File: src/rtl/iomem_dip_debounce.sv
// Debounced DIP-switch port on the picosoc iomem bus: DEB/PEND/MASK/RAW registers plus a level irq.
// One-cycle ready pulse one clk after a claimed request; at most one access per 2 clk, unclaimed addresses never answer.
// Optional MASK register and irq are built only when DIP_DEBOUNCE_IRQ_EN is defined.
module iomem_dip_debounce #(
   parameter int         N_IN         = 24,
   parameter logic [7:0] BASE_HI      = 8'h04,
   parameter int         PRESCALE     = 1024,
   parameter int         STABLE_TICKS = 4
) (
   input  logic            clk,
   input  logic            resetn,
   input  logic [N_IN-1:0] dip_in,
   input  logic            iomem_valid,
   output logic            iomem_ready,
   input  logic [3:0]      iomem_wstrb,
   input  logic [31:0]     iomem_addr,
   input  logic [31:0]     iomem_wdata,
   output logic [31:0]     iomem_rdata,
   output logic            irq
);
   localparam int             PW       = $clog2(PRESCALE);
   localparam logic [PW-1:0]  PRE_LAST = PW'(PRESCALE - 1);
   localparam logic [3:0]     CNT_LAST = 4'(STABLE_TICKS - 1);

   logic [N_IN-1:0] meta, sync, deb, pending, pend_set, pend_clr;
   logic [3:0]      cnt [N_IN];
   logic [PW-1:0]   pre_cnt;
   logic            tick;
   logic            hit, wr;
   logic [1:0]      offs;
   logic [31:0]     lane_mask, wr_bits, mask32, rd_mux;
   logic            unused_bits;

   always_ff @(posedge clk or negedge resetn) begin
      if (!resetn) begin
         meta <= '0;
         sync <= '0;
      end else begin
         meta <= dip_in;
         sync <= meta;
      end
   end

   always_ff @(posedge clk or negedge resetn) begin
      if (!resetn)
         pre_cnt <= '0;
      else if (pre_cnt == PRE_LAST)
         pre_cnt <= '0;
      else
         pre_cnt <= pre_cnt + PW'(1);
   end

   assign tick = (pre_cnt == PRE_LAST);

   always_comb begin
      pend_set = '0;
      for (int i = 0; i < N_IN; i++)
         pend_set[i] = tick && (sync[i] != deb[i]) && (cnt[i] == CNT_LAST);
   end

   // A bit only flips after STABLE_TICKS consecutive ticks of disagreement; any agreeing tick restarts the count.
   always_ff @(posedge clk or negedge resetn) begin
      if (!resetn) begin
         deb <= '0;
         for (int i = 0; i < N_IN; i++)
            cnt[i] <= 4'd0;
      end else if (tick) begin
         for (int i = 0; i < N_IN; i++) begin
            if (sync[i] == deb[i]) begin
               cnt[i] <= 4'd0;
            end else if (cnt[i] == CNT_LAST) begin
               deb[i] <= sync[i];
               cnt[i] <= 4'd0;
            end else begin
               cnt[i] <= cnt[i] + 4'd1;
            end
         end
      end
   end

   assign hit       = iomem_valid && !iomem_ready && (iomem_addr[31:24] == BASE_HI);
   assign wr        = |iomem_wstrb;
   assign offs      = iomem_addr[3:2];
   assign lane_mask = {{8{iomem_wstrb[3]}}, {8{iomem_wstrb[2]}}, {8{iomem_wstrb[1]}}, {8{iomem_wstrb[0]}}};
   assign wr_bits   = iomem_wdata & lane_mask;
   assign pend_clr  = (hit && wr && offs == 2'd1) ? wr_bits[N_IN-1:0] : '0;

   // Set is OR-ed in after the clear so a change landing on the clearing edge is not lost.
   always_ff @(posedge clk or negedge resetn) begin
      if (!resetn)
         pending <= '0;
      else
         pending <= (pending & ~pend_clr) | pend_set;
   end

`ifdef DIP_DEBOUNCE_IRQ_EN
   logic [N_IN-1:0] mask;

   always_ff @(posedge clk or negedge resetn) begin
      if (!resetn) begin
         mask <= '0;
         irq  <= 1'b0;
      end else begin
         if (hit && wr && offs == 2'd2)
            mask <= (mask & ~lane_mask[N_IN-1:0]) | wr_bits[N_IN-1:0];
         irq <= |(pending & mask);
      end
   end

   assign mask32 = 32'(mask);
`else
   assign mask32 = 32'd0;
   assign irq    = 1'b0;
`endif

   always_comb begin
      rd_mux = 32'd0;
      case (offs)
         2'd0:    rd_mux = 32'(deb);
         2'd1:    rd_mux = 32'(pending);
         2'd2:    rd_mux = mask32;
         default: rd_mux = 32'(sync);
      endcase
   end

   always_ff @(posedge clk or negedge resetn) begin
      if (!resetn) begin
         iomem_ready <= 1'b0;
         iomem_rdata <= 32'd0;
      end else if (hit) begin
         iomem_ready <= 1'b1;
         iomem_rdata <= rd_mux;
      end else begin
         iomem_ready <= 1'b0;
         iomem_rdata <= 32'd0;
      end
   end

   assign unused_bits = ^{iomem_addr[23:4], iomem_addr[1:0], wr_bits};

endmodule

File: config.mk
export PLATFORM = sky130hd
export DESIGN_NAME = iomem_dip_debounce
export DESIGN_NICKNAME = d
export VERILOG_FILES = /design/src/rtl/iomem_dip_debounce.sv
export SDC_FILE = /design/constraint.sdc
export NUM_CORES = 1
export LEC_CHECK = 0
export ABC_AREA = 1
export CAP_MARGIN = 15
export CORE_MARGIN = 5
export CORE_UTILIZATION = 37
export DETAILED_ROUTE_END_ITERATION = 12
export HOLD_SLACK_MARGIN = 0.03
export PLACE_DENSITY = 0.64
export SYNTH_ARGS = -nofsm -noshare
export SYNTH_HDL_FRONTEND = slang
export SYNTH_SLANG_ARGS = --single-unit
export TNS_END_PERCENT = 100
File: constraint.sdc
create_clock -name clk -period 2 [get_ports clk]
set_clock_uncertainty 0.2 [all_clocks]
set_input_delay 0.3 -clock clk [delete_from_list [all_inputs] [get_ports clk]]
set_output_delay 0.3 -clock clk [all_outputs]
set_load 0.01 [all_outputs]
==> metrics.md <==
| Metric | Value |
|---|---|
| Run status | complete, no violations |
| CP arrival | 1.44 ns |
| Largest net degree at the start of global routing | 59 |
| DRC | 0 |
| Unrepaired setup endpoints after global routing | no |
| FP Rows | 61 |
| Drt pass-1 iters | 4 |
| Worst path required time | 1.50 ns |
| Chip Height | 179 um |
| Max_cap viols | 0 |
| Final WL | 22.5 mm |
| Max FO, Critical Path | 1 |
| Worst path bufs/invs | 1 |
| Post-Synthesis Cells | 1,191 |
| Crit-path leading delay family | buffers and inverters |
| Leakage Power | 6.80 nW |
| GPL Wtd Cong | 0.782 |
| Yosys cell types | 27 |
| Bufs on Longest Clock Path | 3 |
| Metal-1 WL | 10.4 mm |
| Synth area leaders | dfrtp_1 54%, nand2_1 14%, nand3_1 5.1%, xor2_1 3.5%, inv_1 3.2% |
| Max frequency | 516 MHz |
| Sequential share of power | 45.3% |
| HP Class | input pin to async pin |
| Die area | 0.0320 sq mm |
| Maximum VDD drop | 620 uV |
| Area delta synth->final | 25.8% |
| DRT antenna net count | 0 |
| CTS tree | done |
| Crit-path cells | clkdlybuf4s50_1 |
| Dpl hpwl | 15.7 mm |
| Initial Utilization | 37.7% |
| Syn Area/Cell | 8.85 sq um |
| Drt wl/cell | 13.0 um |
| Gr ovfl total | 0 |
| DR vias | 7,858 |
| Antenna Cells | 0 |
| Power per cell area | 780 mW/mm^2 |
| Setup CP Type | register to output pin |
| Final setup viols | 0 |
| Clock transition at path regs | 0.06 ns |
| Endpoints failing hold | 0 |
| Period utilization | 96.9% |
| Worst skew pair latency | 0.52 ns |
| Synth Register Bits | 227 |
| Met2 wire length | 10.5 mm |
| GRT Util Overall | 14.6% |
| Iteration-0 DRC Markers | 438 |
| Post-synthesis cell area | 0.0105 sq mm |
| Antenna violations before repair | 0 |
| Internal power | 8.18 mW |
| Yosys top cell by area | dfrtp_1 |
| Post-synthesis sequential area ratio | 53.9% |
| Vias in the first global route | 7,746 |
| Final core occ | 47.5% |
| Io pins | 129 |
| Core area | 0.0279 sq mm |
| Port bufs | 89 |
| Slowest CP cell | clkdlybuf4s50_1 |
| Root buffer cell | clkbuf_16 |
| Num CTS Buffers | 26 |
| Clk sinks | 227 |
| DR top layer | met4 |
| Share of cells above drive strength 1 | 8.98% |
| Comb pwr share | 5.0% |
| Synth warnings | 0 |
| Psw | 2.17 mW |
| Share of the synthesized area in the top cell type | 53.9% |
| Most common cell after layout, fill and taps aside | nand2_1 |
| Most frequent cells in the layout | 404 x nand2_1, 227 x dfrtp_1, 107 x nand3_1, 91 x inv_1, 88 x clkdlybuf4s50_1 |
| CP Capture Type | output pin |
| Setup TNS | 0 ns |
| Clock Power Share | 49.7% |
| Sw frac | 20.9% |
| Post-DR vias/cell | 4.55 |
| Post-CTS Setup Inserts | 0 |
| Max Slew Vio Count | 0 |
| H-Tree Level Count | 1 |
| DR WL met3 | 1.02 mm |
| Nets | 1,449 |
| CP Launch Type | register |
| Minimum clock period | 1.94 ns |
| First-pass GRT wire length | 37.9 mm |
| Worst path max stage delay | 0.55 ns |
| Die W | 179 um |
==> per-layer routing <==
metal / vias up / track usage [%]
li1: 3988 / -
met4: 0 / 3.93
met5: - / 0
met2: 123 / 24.5
met3: 36 / 2.51
met1: 3711 / 19.6
==> flip-flops by register name (all words and copies together), names as in the netlist <==
| name | cells |
|---|---|
| cnt | 96 |
| deb | 24 |
| iomem_rdata | 24 |
| iomem_ready | 1 |
| meta | 24 |
| pending | 24 |
| pre_cnt | 10 |
| sync | 24 |
==> what timing repair did <==
| item | CTS | global route |
|---|---|---|
| resized for setup | 1 | 3 |
| hold buffers | 25 | 0 |
| endpoints found under the setup margin | 1 | 25 |
| hold endpoints to repair | 251 | 0 |
==> cells in the mapped netlist, drive strengths merged <==
cell and number:
buf 27, a31oi 1, o21a 1, conb 1, nor2 103, xor2 42
clkinv 1, ha 25, nand2 404, nand4 4, a21oi 26, xnor2 34
inv 92, clkbuf 14, dfrtp 227, nand3 108, or2 20, o21ai 61
==> through the flow <==
stage               hold slack, ns  power [mW]  instance area [sq um]  setup slack [ns]  std cells
floorplan                   -0.196        4.93                  10600             0.234       1199
global placement         -0.000194        5.25                  12000            0.0428       1654
detailed placement        0.000572        5.25                  12000           0.00513       1654
CTS                         0.0411        10.5                  13200            0.0141       1726
global route                0.0673        10.7                  13300           0.00899       1726
finish                      0.0455        10.3                  13300            0.0612       1726
==> cell families after synthesis <==
| kind of cell | after synthesis | synth area share, % |
|---|---|---|
| and+or+nand+nor | 639 | 27.0 |
| other | 1 | 0.0356 |
| adders and majority gates | 25 | 2.97 |
| DFF | 227 | 53.9 |
| AOI/OAI and AO/OA | 89 | 4.26 |
| xor gates and xnor gates | 76 | 6.32 |
| buffers and inverters | 134 | 5.54 |
==> power by group through the flow <==
stage               Clock, mW  Combinational (mW)  Sequential [mW]
global placement            0               0.484             4.77
CTS                      5.27               0.525             4.69
global route             5.46               0.573             4.69
detailed placement          0               0.484             4.77
floorplan                   0               0.172             4.76
finish                   5.15               0.512             4.69
==> worst paths after layout <==
| kind | startpoint | end | slack [ns] | depth (start not counted) |
|---|---|---|---|---|
| worst max-delay path | iomem_rdata[1]$_DFF_PN0_ | iomem_rdata[1] | 0.06 | 1 |
| worst min-delay path | resetn | meta[4]$_DFF_PN0_ | 0.05 | 2 |
| worst max register to register | pre_cnt[0]$_DFF_PN0_ | cnt[40]$_DFFE_PN0P_ | 0.13 | 8 |
| worst min register to register | meta[9]$_DFF_PN0_ | sync[9]$_DFF_PN0_ | 0.15 | 0 |
| max in group asynchronous | resetn | iomem_ready$_DFF_PN0_ | 0.94 | 3 |
| min in group clk | meta[9]$_DFF_PN0_ | sync[9]$_DFF_PN0_ | 0.15 | 0 |
==> final cells by class <==
| cell class | instances | area [sq um] |
|---|---|---|
| Timing Repair Buffer | 143 | 1470 |
| Clock buffer | 39 | 811 |
| Multi-Input combinational cell | 838 | 4330 |
| Inverter | 93 | 352 |
| Clock inverter | 8 | 140 |
| Fill cell | 2646 | 14700 |
| Sequential cell | 227 | 5680 |
| Tap cell | 378 | 473 |
Power figures use the tool's default switching activity.
